<file path="config.mk">
export PLATFORM = sky130hd
export DESIGN_NAME = serial_rx
export DESIGN_NICKNAME = d
export VERILOG_FILES = /design/src/rtl/serial_rx.sv
export SDC_FILE = /design/constraint.sdc
export NUM_CORES = 1
export LEC_CHECK = 0
export CAP_MARGIN = 10
export CORE_MARGIN = 4
export CORE_UTILIZATION = 57
export DETAILED_ROUTE_END_ITERATION = 8
export PLACE_DENSITY = 0.81
export SLEW_MARGIN = 10
export SYNTH_ARGS = -nofsm -noshare
export SYNTH_HDL_FRONTEND = slang
export SYNTH_SLANG_ARGS = --single-unit
</file>
<file path="constraint.sdc">
create_clock -name clock -period 3.56 [get_ports clock]
set_input_delay 0.534 -clock clock [delete_from_list [all_inputs] [get_ports clock]]
set_output_delay 0.534 -clock clock [all_outputs]
set_load 0.02 [all_outputs]
</file>
<file path="src/rtl/serial_rx.sv">
`timescale 1ns/1ps
// serial_rx -- memory-mapped UART receiver (8N1), receive-side counterpart
// of the Serial output device.
//
// The asynchronous rx line is oversampled. Each received byte goes into a
// show-ahead FIFO. The CPU reads two words on the dmem read path:
//   addr[2] = 0  DATA   {23'b0, valid, byte}   a read pops the FIFO head
//   addr[2] = 1  STATUS {16'b0, count[7:0], 4'b0, ferr, ovr, full, !empty}
//                a read clears ferr and ovr
//
// Ports
//   clock  in   1   system clock
//   reset  in   1   synchronous, active-high
//   rx     in   1   asynchronous serial line, idle high
//   sel    in   1   device selected by the Mmu
//   re     in   1   CPU read enable
//   addr   in  32   byte address; only addr[2] is decoded
//   dout   out 32   read data, combinational from addr and current state
module serial_rx #(
  parameter int CLK_FREQ   = 50000000,
  parameter int BAUD       = 115200,
  parameter int OVERSAMPLE = 16,
  parameter int FIFO_DEPTH = 16
) (
  input  logic        clock,
  input  logic        reset,
  input  logic        rx,
  input  logic        sel,
  input  logic        re,
  input  logic [31:0] addr,
  output logic [31:0] dout
);

  localparam int DIV_RAW = CLK_FREQ / (BAUD * OVERSAMPLE);
  localparam int DIV     = (DIV_RAW < 1) ? 1 : DIV_RAW;
  localparam int DW      = (DIV > 1) ? $clog2(DIV) : 1;
  localparam int OW      = $clog2(OVERSAMPLE);
  localparam int AW      = $clog2(FIFO_DEPTH);
  localparam int CW      = AW + 1;

  typedef enum logic [1:0] {S_IDLE, S_START, S_DATA, S_STOP} state_t;

  // ---------------------------------------------------------------------
  // Input synchronizer and falling-edge detector
  // ---------------------------------------------------------------------
  logic       rx_meta_reg;
  logic       rx_sync_reg;
  logic       rx_prev_reg;
  logic [1:0] fill_reg;
  logic       fall;

  // fill_reg marks when the synchronizer holds real line samples, not its
  // reset value. Until then rx_prev stays 0. A line that is low at or
  // after reset therefore never looks like a 1->0 edge. It has to be seen
  // high first.
  always_ff @(posedge clock) begin
    if (reset) begin
      rx_meta_reg <= 1'b1;
      rx_sync_reg <= 1'b1;
      fill_reg    <= 2'b00;
      rx_prev_reg <= 1'b0;
    end else begin
      rx_meta_reg <= rx;
      rx_sync_reg <= rx_meta_reg;
      fill_reg    <= {fill_reg[0], 1'b1};
      rx_prev_reg <= fill_reg[1] & rx_sync_reg;
    end
  end

  assign fall = rx_prev_reg & ~rx_sync_reg;

  // ---------------------------------------------------------------------
  // Receive FSM with baud-tick generator
  // ---------------------------------------------------------------------
  state_t         state_reg, state_next;
  logic [DW-1:0]  div_cnt_reg, div_cnt_next;
  logic [OW-1:0]  tick_cnt_reg, tick_cnt_next;
  logic [2:0]     bit_idx_reg, bit_idx_next;
  logic [7:0]     shift_reg, shift_next;
  logic           tick;
  logic           push_req;
  logic           ferr_set;

  assign tick = (div_cnt_reg == DW'(DIV - 1));

  always_ff @(posedge clock) begin
    if (reset) begin
      state_reg    <= S_IDLE;
      div_cnt_reg  <= '0;
      tick_cnt_reg <= '0;
      bit_idx_reg  <= '0;
      shift_reg    <= '0;
    end else begin
      state_reg    <= state_next;
      div_cnt_reg  <= div_cnt_next;
      tick_cnt_reg <= tick_cnt_next;
      bit_idx_reg  <= bit_idx_next;
      shift_reg    <= shift_next;
    end
  end

  always_comb begin
    state_next    = state_reg;
    div_cnt_next  = tick ? '0 : div_cnt_reg + DW'(1);
    tick_cnt_next = tick ? tick_cnt_reg + OW'(1) : tick_cnt_reg;
    bit_idx_next  = bit_idx_reg;
    shift_next    = shift_reg;
    push_req      = 1'b0;
    ferr_set      = 1'b0;

    case (state_reg)
      S_IDLE: begin
        // Both counters are held at 0, so every frame starts its timing
        // from the detected edge.
        div_cnt_next  = '0;
        tick_cnt_next = '0;
        if (fall) begin
          state_next = S_START;
        end
      end

      S_START: begin
        // Check the middle of the start bit. A high line here was only a
        // glitch, so go back to IDLE.
        if (tick && tick_cnt_reg == OW'(OVERSAMPLE / 2 - 1)) begin
          tick_cnt_next = '0;
          if (!rx_sync_reg) begin
            state_next   = S_DATA;
            bit_idx_next = '0;
          end else begin
            state_next = S_IDLE;
          end
        end
      end

      S_DATA: begin
        if (tick && tick_cnt_reg == OW'(OVERSAMPLE - 1)) begin
          tick_cnt_next = '0;
          // LSB first: shift right, new bit in at the top.
          shift_next    = {rx_sync_reg, shift_reg[7:1]};
          if (bit_idx_reg == 3'd7) begin
            state_next = S_STOP;
          end else begin
            bit_idx_next = bit_idx_reg + 3'd1;
          end
        end
      end

      S_STOP: begin
        if (tick && tick_cnt_reg == OW'(OVERSAMPLE - 1)) begin
          state_next = S_IDLE;
          if (rx_sync_reg) begin
            push_req = 1'b1;
          end else begin
            ferr_set = 1'b1;
          end
        end
      end

      default: begin
        state_next = S_IDLE;
      end
    endcase
  end

  // ---------------------------------------------------------------------
  // Show-ahead FIFO, error flags and CPU read port
  // ---------------------------------------------------------------------
  logic [7:0]    mem_reg [FIFO_DEPTH];
  logic [AW-1:0] wr_ptr_reg;
  logic [AW-1:0] rd_ptr_reg;
  logic [CW-1:0] count_reg;
  logic          ovr_reg;
  logic          ferr_reg;

  logic          empty;
  logic          full;
  logic          data_rd;
  logic          stat_rd;
  logic          pop;
  logic          push;
  logic          ovr_set;
  logic [7:0]    head_byte;
  logic [7:0]    count8;
  logic          unused_addr;

  assign empty   = (count_reg == '0);
  assign full    = (count_reg == CW'(FIFO_DEPTH));
  assign data_rd = sel & re & ~addr[2];
  assign stat_rd = sel & re & addr[2];
  assign pop     = data_rd & ~empty;
  // A pop in the same cycle frees the slot the push writes into. That
  // holds even when the FIFO is full, so no overrun is flagged then.
  assign push    = push_req & (~full | pop);
  assign ovr_set = push_req & full & ~pop;

  always_ff @(posedge clock) begin
    if (push) begin
      mem_reg[wr_ptr_reg] <= shift_reg;
    end
  end

  always_ff @(posedge clock) begin
    if (reset) begin
      wr_ptr_reg <= '0;
      rd_ptr_reg <= '0;
      count_reg  <= '0;
      ovr_reg    <= 1'b0;
      ferr_reg   <= 1'b0;
    end else begin
      if (push) begin
        wr_ptr_reg <= wr_ptr_reg + AW'(1);
      end
      if (pop) begin
        rd_ptr_reg <= rd_ptr_reg + AW'(1);
      end
      case ({push, pop})
        2'b10:   count_reg <= count_reg + CW'(1);
        2'b01:   count_reg <= count_reg - CW'(1);
        default: count_reg <= count_reg;
      endcase
      // If a flag is set in the same cycle as a STATUS read clears it,
      // the set wins.
      if (ovr_set) begin
        ovr_reg <= 1'b1;
      end else if (stat_rd) begin
        ovr_reg <= 1'b0;
      end
      if (ferr_set) begin
        ferr_reg <= 1'b1;
      end else if (stat_rd) begin
        ferr_reg <= 1'b0;
      end
    end
  end

  assign head_byte   = empty ? 8'h00 : mem_reg[rd_ptr_reg];
  assign count8      = 8'(count_reg);
  assign unused_addr = ^{addr[31:3], addr[1:0]};

  always_comb begin
    dout = '0;
    if (!addr[2]) begin
      dout = {23'b0, ~empty, head_byte};
    end else begin
      dout = {16'b0, count8, 4'b0, ferr_reg, ovr_reg, full, ~empty};
    end
  end

endmodule

</file>
# Word-level counts from Yosys, hierarchy flattened
# Memory sizes are Yosys's and may differ from the RTL's. A register that Yosys moved wholly into a read port is not among the register bits.
# Index checks and enable logic that the tools add are counted.
# op_classes
reduce_logical	12
shifts	0
n_mul	0
n_addsub	7
order_cmp	0
eq_ne	17
mux	33
div	0
bitwise	15
# ops
cell	count
2-to-1 mux 4 bit	5
inequality test 2 bit, second input constant	7
2-to-1 mux 13 bit	1
adder 4 x 1 -> 4 bit, second input constant	3
2-to-1 mux 1 bit	12
2-to-1 mux 2 bit	6
2-to-1 mux 3 bit	4
case mux 4 bit (3 select lines)	1
adder 5 x 1 -> 5 bit, second input constant	2
equality test 5 bit, second input constant	2
case mux 5 bit (2 select lines)	1
AND reduction 5 bit	2
AND 1 bit	9
2-to-1 mux 8 bit	1
case mux 2 bit (4 select lines)	1
nonzero test 2 bit	4
equality test 2 bit, second input constant	3
case mux 3 bit (2 select lines)	1
zero test 5 bit	1
NOT 1 bit	5
subtractor 5 x 1 -> 5 bit, second input constant	1
equality test 2 x 1 -> 1 bit, second input constant	2
equality test 4 x 3 -> 1 bit, second input constant	1
equality test 4 bit, second input constant	1
7 further kinds	8
# word_totals
elab_cells	100
mem_bits_rw	128
rom_bits	0
n_memories	1
input_bits	37
ff_bits	42
latch_bits	0
# mem_list
name	depth	word_bits	read_ports	rd_clocked_by_memory_dff	write_ports	line	source
mem_reg	16	8	1	1	1	169	logic [7:0] mem_reg [FIFO_DEPTH];

# Depth between registers and ports, before layout
# Gate-level depths: netlist (run 1).
# depth
ltp_word	7
ltp_mapped	14

# Worst setup path before layout (run 1)
# Ideal clock, no wire load.
# synth_timing
path_kind	reg-to-reg
start	reg div_cnt_reg[0]
end	reg count_reg[4]
setup_ns	0.073
n_path_buf	2
synth_period_minus_slack_ns	2.631
setup_slack_ns	0.929
path_stages_with_launch	15
t_arrival_ns	2.558
cell_sequence	dfxtp_1 > inv_1 > ha_1 > and4b_1 > buf_2 > and3_1 > buf_2 > nor2_1 > xor2_1 > ha_1 > nor3_1 > nor2_1 > or4_1 > and3_1 > nor3_2
# synth_via
elab_chain_cells	7
word_cells_on_any_way	9
classes_between	eq/ne (3); mux (3); bitwise (1); reduce/logical (2)
# synth_lines
element	line	source
from (decl)	76	logic [DW-1:0] div_cnt_reg, div_cnt_next;
from (signal assigned)	95	div_cnt_reg <= div_cnt_next;
equality test 5 bit *	84	assign tick = (div_cnt_reg == DW'(DIV - 1));
logical AND 1 bit *	150	if (tick && tick_cnt_reg == OW'(OVERSAMPLE - 1)) begin
2-to-1 mux 1 bit *	150	
2-to-1 mux 1 bit *	111	case (state_reg)
AND 1 bit *	194	assign push = push_req & (~full | pop);
equality test 2 x 1 -> 1 bit / equality test 2 bit (equally long branches)	217	case ({push, pop})
case mux 5 bit (2 select lines) / nonzero test 2 bit (equally long branches)	-	
to (signal assigned)	218	2'b10: count_reg <= count_reg + CW'(1);
to (signal assigned)	219	2'b01: count_reg <= count_reg - CW'(1);
to (signal assigned)	220	default: count_reg <= count_reg;
to (decl)	172	logic [CW-1:0] count_reg;
# Mark *: on every way between the ends. The rest lies on a longest branch, timed or not.
# A chain may end at the register's enable or synchronous reset.

==> flow_metrics.env, run 1 <==
export IMPL_yosysWarnings=0
export IMPL_startpoint_type="flip-flop"
export IMPL_crit_path_end_kind="output port"
export IMPL_drt_vias_per_instance=5.97
export IMPL_min_period_over_period_pct=98.5
export IMPL_cts_buffers=17
export IMPL_maxCapViolCount=0
export IMPL_ctsHoldBuffers=0
export IMPL_routed_wirelength_um=15300
export IMPL_clkSlewWorstSetupHoldPaths_ns=0.06
export IMPL_fmax_mhz=285
export IMPL_post_cts_resized=0
export IMPL_final_nets=549
export IMPL_timing_hold_violations_final=0
export IMPL_post_dp_cell_area_mm2=0.00761
export IMPL_setup_viol=0
export IMPL_fin_crit_ns=3.51
export IMPL_cts_sinks=174
export IMPL_place_congestion=0.823
export IMPL_postCtsSetupRepairBufs=0
export IMPL_setup_tns_ns=0
export IMPL_drc=0
export IMPL_ff2ff_path_depth=12
export IMPL_grt_usage_pct=21.9
export IMPL_yosysUniqueCellTypes=50
export IMPL_postSynthCellCount=468
export IMPL_hpwl_um=8970
export IMPL_final_max_slew_violation_count=0
export IMPL_clk_path_buf_depth=2
export IMPL_core_area_mm2=0.0126
export IMPL_detail_route_antenna_nets=0
export IMPL_stdcell_area_mm2=0.00820
export IMPL_root_buffer="clkbuf_16"
export IMPL_crit_fanout=16
export IMPL_drive_gt1_share_pct=17.0
export IMPL_critPathArrivalTime_ns=2.97
export IMPL_ys_seq_area_share_pct=65.5
export IMPL_nFillCells=809
export IMPL_num_rows=41
export IMPL_vias=4092
export IMPL_ios=69
export IMPL_die_area_mm2=0.0146
export IMPL_wire_per_inst_um=22.3
export IMPL_insertion_delay_ns=0.42
export IMPL_grt_first_pass_wirelength_um=23400
export IMPL_p_per_area_mw_per_mm2=483
export IMPL_initial_core_util_pct=57.9
export IMPL_die_h_um=121
export IMPL_diodes=0
export IMPL_grt_ovfl_total=0
export IMPL_r2r_start="div_cnt_reg[0]"
export IMPL_status="complete, no violations"
export IMPL_worstSetupPathType="reg -> out"
export IMPL_die_w_um=121
export IMPL_grt_antenna_before_repair=1
export IMPL_grt_max_degree=33
export IMPL_cts_htree_levels=4
export IMPL_crit_required_ns=3.03
export IMPL_whs_path_depth=1
export IMPL_synthFlopType="edfxtp_1"
export IMPL_synth_seq_cells=174
export IMPL_tightestPinTransition_ns=0.766
export IMPL_leakagePower_nw=2.69
export IMPL_areaGrowthSynthToFinish_pct=12.6
export IMPL_irDropWorstVdd_mv=0.406
export IMPL_syn_area_mm2=0.00728
export IMPL_port_buffers=18
export IMPL_synth_edf_count=128
export IMPL_drtIter0Drc=505
export IMPL_slew_headroom_pct=48.7
export IMPL_syn_avg_cell_area_um2=15.6
export IMPL_skew_ns=0.00948
export IMPL_hold_path_class="reg -> reg"
export IMPL_cts_tree="done"
export IMPL_async_reset_ff_share_pct=0
export IMPL_holdWs_ns=0.409
export IMPL_largest_reg_flops=128
export IMPL_hp_start="rx_meta_reg"
export IMPL_firstDrtPassIters=5
export IMPL_grt_pass1_vias=4148
-- cell usage after synthesis, types with 2 or more instances --
library cell | number | area [um^2]
a31oi_1 | 3 | 18.8
buf_6 | 4 | 45.0
a22o_1 | 3 | 26.3
edfxtp_1 | 128 | 3840
nor2b_1 | 3 | 18.8
xor2_1 | 9 | 78.8
nand2b_1 | 3 | 18.8
a21oi_1 | 11 | 55.1
mux4_1 | 7 | 184
nor3b_1 | 3 | 22.5
nand4_1 | 5 | 31.3
o21ai_0 | 3 | 15.0
ha_1 | 12 | 150
mux2i_1 | 14 | 140
buf_4 | 19 | 143
xnor2_1 | 4 | 35.0
nand3_1 | 7 | 35.0
mux4_2 | 33 | 743
dfxtp_1 | 46 | 921
inv_1 | 9 | 33.8
nor2_1 | 55 | 206
and3_1 | 6 | 37.5
or4_1 | 3 | 22.5
or2_2 | 2 | 12.5
or3_1 | 3 | 18.8
buf_2 | 5 | 25.0
nand2_1 | 18 | 67.6
a311oi_1 | 2 | 17.5
nor3_1 | 8 | 40.0
and2_1 | 9 | 56.3
clkbuf_1 | 12 | 45.0
-- per-stage QoR --
stage | total power, mW | utilization [%] | cells | setup slack (ns)
floorplan | 2.24 | - | 486 | 0.929
global placement | 2.24 | 60.5 | 652 | 0.475
detailed placement | 2.24 | 60.5 | 652 | 0.425
CTS | 3.97 | 65.0 | 684 | 0.0399
global route | 4.07 | 65.2 | 685 | -0.0104
finish | 3.96 | 65.2 | 685 | 0.0533
-- worst max-delay path, stage by stage (launching register included) --
cell and delay, ns:
dfxtp_2 0.42, buf_12 0.20, mux4_1 0.64, mux4_2 0.51, a22o_1 0.23, clkdlybuf4s50_1 0.54
-- area by class of cell --
cell class / count / area [um^2] / area share [%]
clock inverters: 10 / 118 / 1.44
flip-flops and latches: 174 / 4770 / 58.2
clock buffers: 22 / 444 / 5.42
inverters: 9 / 33.8 / 0.412
well taps: 172 / 215 / 2.63
multi-input cells: 261 / 2270 / 27.6
repair buffers: 37 / 353 / 4.31
-- cell families after synthesis --
group / Yosys count / synth area share [%]
AOI/OAI and AO/OA: 30 / 2.84
buffers and inverters: 51 / 4.33
xor gates and xnor gates: 13 / 1.56
and+or+nand+nor: 132 / 8.87
muxes: 55 / 14.8
DFF: 174 / 65.5
adders and majority gates: 12 / 2.06
other: 1 / 0.0515
-- per-layer routing --
layer	vias to the layer above	share of wire [%]	wire, um	track usage [%]
met5	-	0.092	14	0
met4	2	3.0	461	9.35
met3	34	6.2	949	5.08
met2	169	52	7890	37.2
met1	2083	39	5940	26.9
li1	1804	-	-	-
-- worst paths after layout --
path | end | slack [ns]
worst max-delay path | dout[3] | 0.05
worst min-delay path | rx_sync_reg | 0.41
worst max register to register | count_reg[4] | 0.57
worst min register to register | rx_sync_reg | 0.41
-- placed cells by master, fill, tap and decap left out, types with 6 or more instances in the layout --
cell type        count
mux4_1               7
clkdlybuf4s50_1     18
and2_1               9
inv_1                9
nor2_1              55
xor2_1               9
nand3_1              7
nor3_1               8
edfxtp_1           128
clkbuf_16           18
dfxtp_1             45
buf_4               17
mux2i_1             14
mux4_2              33
and3_1               6
a21oi_1             11
conb_1              19
ha_1                12
nand2_1             18
-- where the power goes --
part	total, mW	leakage (nW)	switching (mW)	internal, mW
Combinational	0.0443	0.872	0.0336	0.0107
Clock	1.77	0.263	0.732	1.03
Sequential	2.15	1.56	0.00183	2.15
Power figures use the tool's default switching activity.
==> run 2: changes to the inputs <==
--- a/config.mk
+++ b/config.mk
@@ -9,6 +9,7 @@
 export CORE_MARGIN = 4
 export CORE_UTILIZATION = 57
 export DETAILED_ROUTE_END_ITERATION = 8
+export MAX_ROUTING_LAYER = met4
 export PLACE_DENSITY = 0.81
 export SLEW_MARGIN = 10
 export SYNTH_ARGS = -nofsm -noshare
==> flow_metrics.env, run 2 (synthesis results as in run 1) <==
export IMPL_ff2ff_path_depth=12
export IMPL_setup_slack_ns=0.0510
export IMPL_ctsHoldBuffers=0
export IMPL_place_congestion=0.835
export IMPL_r2r_setup_slack_ns=0.56
export IMPL_p_per_area_mw_per_mm2=485
export IMPL_hold_path_end="rx_sync_reg"
export IMPL_routed_wl_met3_um=1200
export IMPL_fin_crit_ns=3.51
export IMPL_rr_endpoint="count_reg[4]"
export IMPL_cts_htree_levels=4
export IMPL_clkSlewWorstSetupHoldPaths_ns=0.06
export IMPL_place_ws_ns=0.425
export IMPL_slew_headroom_pct=43.5
export IMPL_min_period_over_period_pct=98.6
export IMPL_initial_core_util_pct=57.9
export IMPL_wl_met1_um=5830
export IMPL_vias=4115
export IMPL_crit_path_end_kind="output port"
export IMPL_postCtsSetupRepairBufs=0
export IMPL_irDropWorstVdd_mv=0.411
export IMPL_worstSetupPathType="reg -> out"
export IMPL_cts_buffers=17
export IMPL_startpoint_type="flip-flop"
export IMPL_die_area_mm2=0.0146
export IMPL_wl_met2_um=8300
export IMPL_tightestPinTransition_ns=0.844
export IMPL_firstDrtPassIters=5
export IMPL_drtIter0Drc=503
export IMPL_top_layer_used="met4"
export IMPL_grt_max_degree=33
export IMPL_num_rows=41
export IMPL_dp_cells=652
export IMPL_drc=0
export IMPL_finalPower_mw=3.98
export IMPL_layout_common_cells="edfxtp_1, nor2_1, dfxtp_1, mux4_2, conb_1"
export IMPL_r2r_start="div_cnt_reg[0]"
export IMPL_die_w_um=121
export IMPL_maxCapViolCount=0
export IMPL_routed_wirelength_um=15800
export IMPL_crit_required_ns=3.03
export IMPL_critPathArrivalTime_ns=2.98
export IMPL_detail_route_antenna_nets=0
export IMPL_final_cells=686
export IMPL_root_buffer="clkbuf_16"
export IMPL_grt_first_pass_wirelength_um=23400
export IMPL_insertion_delay_ns=0.43
export IMPL_final_nets=549
export IMPL_largest_reg_flops=128
export IMPL_cts_tree="done"
export IMPL_setup_viol=0
export IMPL_skew_ns=0.0122
export IMPL_whs_path_depth=1
export IMPL_cts_sinks=174
export IMPL_die_h_um=121
export IMPL_status="complete, no violations"
export IMPL_final_common_cell="edfxtp_1"
export IMPL_hpwl_um=8970
export IMPL_setup_tns_ns=0
export IMPL_port_buffers=18
export IMPL_grt_pass1_vias=4151
export IMPL_areaGrowthSynthToFinish_pct=12.7
export IMPL_crit_fanout=16
export IMPL_grt_usage_pct=22.5
export IMPL_hold_path_class="reg -> reg"
export IMPL_grt_antenna_before_repair=1
export IMPL_timing_hold_violations_final=0
export IMPL_core_area_mm2=0.0126
export IMPL_wire_per_inst_um=23.0
export IMPL_final_max_slew_violation_count=0
export IMPL_hp_start="rx_meta_reg"
export IMPL_ios=69
export IMPL_drive_gt1_share_pct=17.0
export IMPL_grt_ovfl_total=0
export IMPL_leakagePower_nw=2.71
export IMPL_clk_path_buf_depth=2
export IMPL_fmax_mhz=285
export IMPL_drt_vias_per_instance=6.00
-- run 2: per-stage QoR --
stage | utilization (%) | instance area, um^2 | hold slack, ns
2_1_floorplan | - | 7350 | 0.389
3_3_place_gp | 60.5 | 7610 | 0.393
3_5_place_dp | 60.5 | 7610 | 0.394
4_1_cts | 65.0 | 8170 | 0.408
5_1_grt | 65.2 | 8200 | 0.442
6_report | 65.2 | 8200 | 0.408
-- run 2: worst max path at each step --
stage / to / slack [ns] / cells past startpoint
2_1_floorplan: count_reg[4] / 0.93 / 14
3_3_place_gp: dout[5] / 0.47 / 5
3_5_place_dp: dout[3] / 0.43 / 5
4_1_cts: dout[3] / 0.04 / 5
5_1_grt: dout[2] / -0.01 / 5
6_report: dout[2] / 0.05 / 5
-- run 2: cell type report --
cell class | instances | area (um^2)
sequential | 174 | 4770
fill | 811 | 4370
multi-input combinational | 261 | 2270
clock buffer | 22 | 444
timing repair buffer | 37 | 355
tap | 172 | 215
clock inverter | 10 | 118
inverter | 9 | 33.8
antenna | 1 | 2.50
-- run 2: critical path, stage by stage (launching register included) --
cell and delay (ns):
dfxtp_2 0.40, buf_12 0.21, mux4_1 0.66, mux4_2 0.52, a22o_1 0.23, clkdlybuf4s50_1 0.54
-- run 2: timing repair --
item / 4_1_cts / 5_1_grt
hold endpoints to repair: 0 / 0
resized for setup: 0 / 1
setup endpoints to repair: 0 / 2
-- run 2: power by group --
part | internal (mW) | switching, mW
logic | 0.0107 | 0.0335
clock network | 1.03 | 0.746
registers | 2.15 | 0.00188
-- run 2: layer usage --
| layer | track usage, % | vias up |
|---|---|---|
| li1 | - | 1803 |
| met1 | 27.1 | 2057 |
| met2 | 37.0 | 217 |
| met3 | 4.80 | 38 |
| met4 | 9.63 | 0 |
| met5 | - | - |
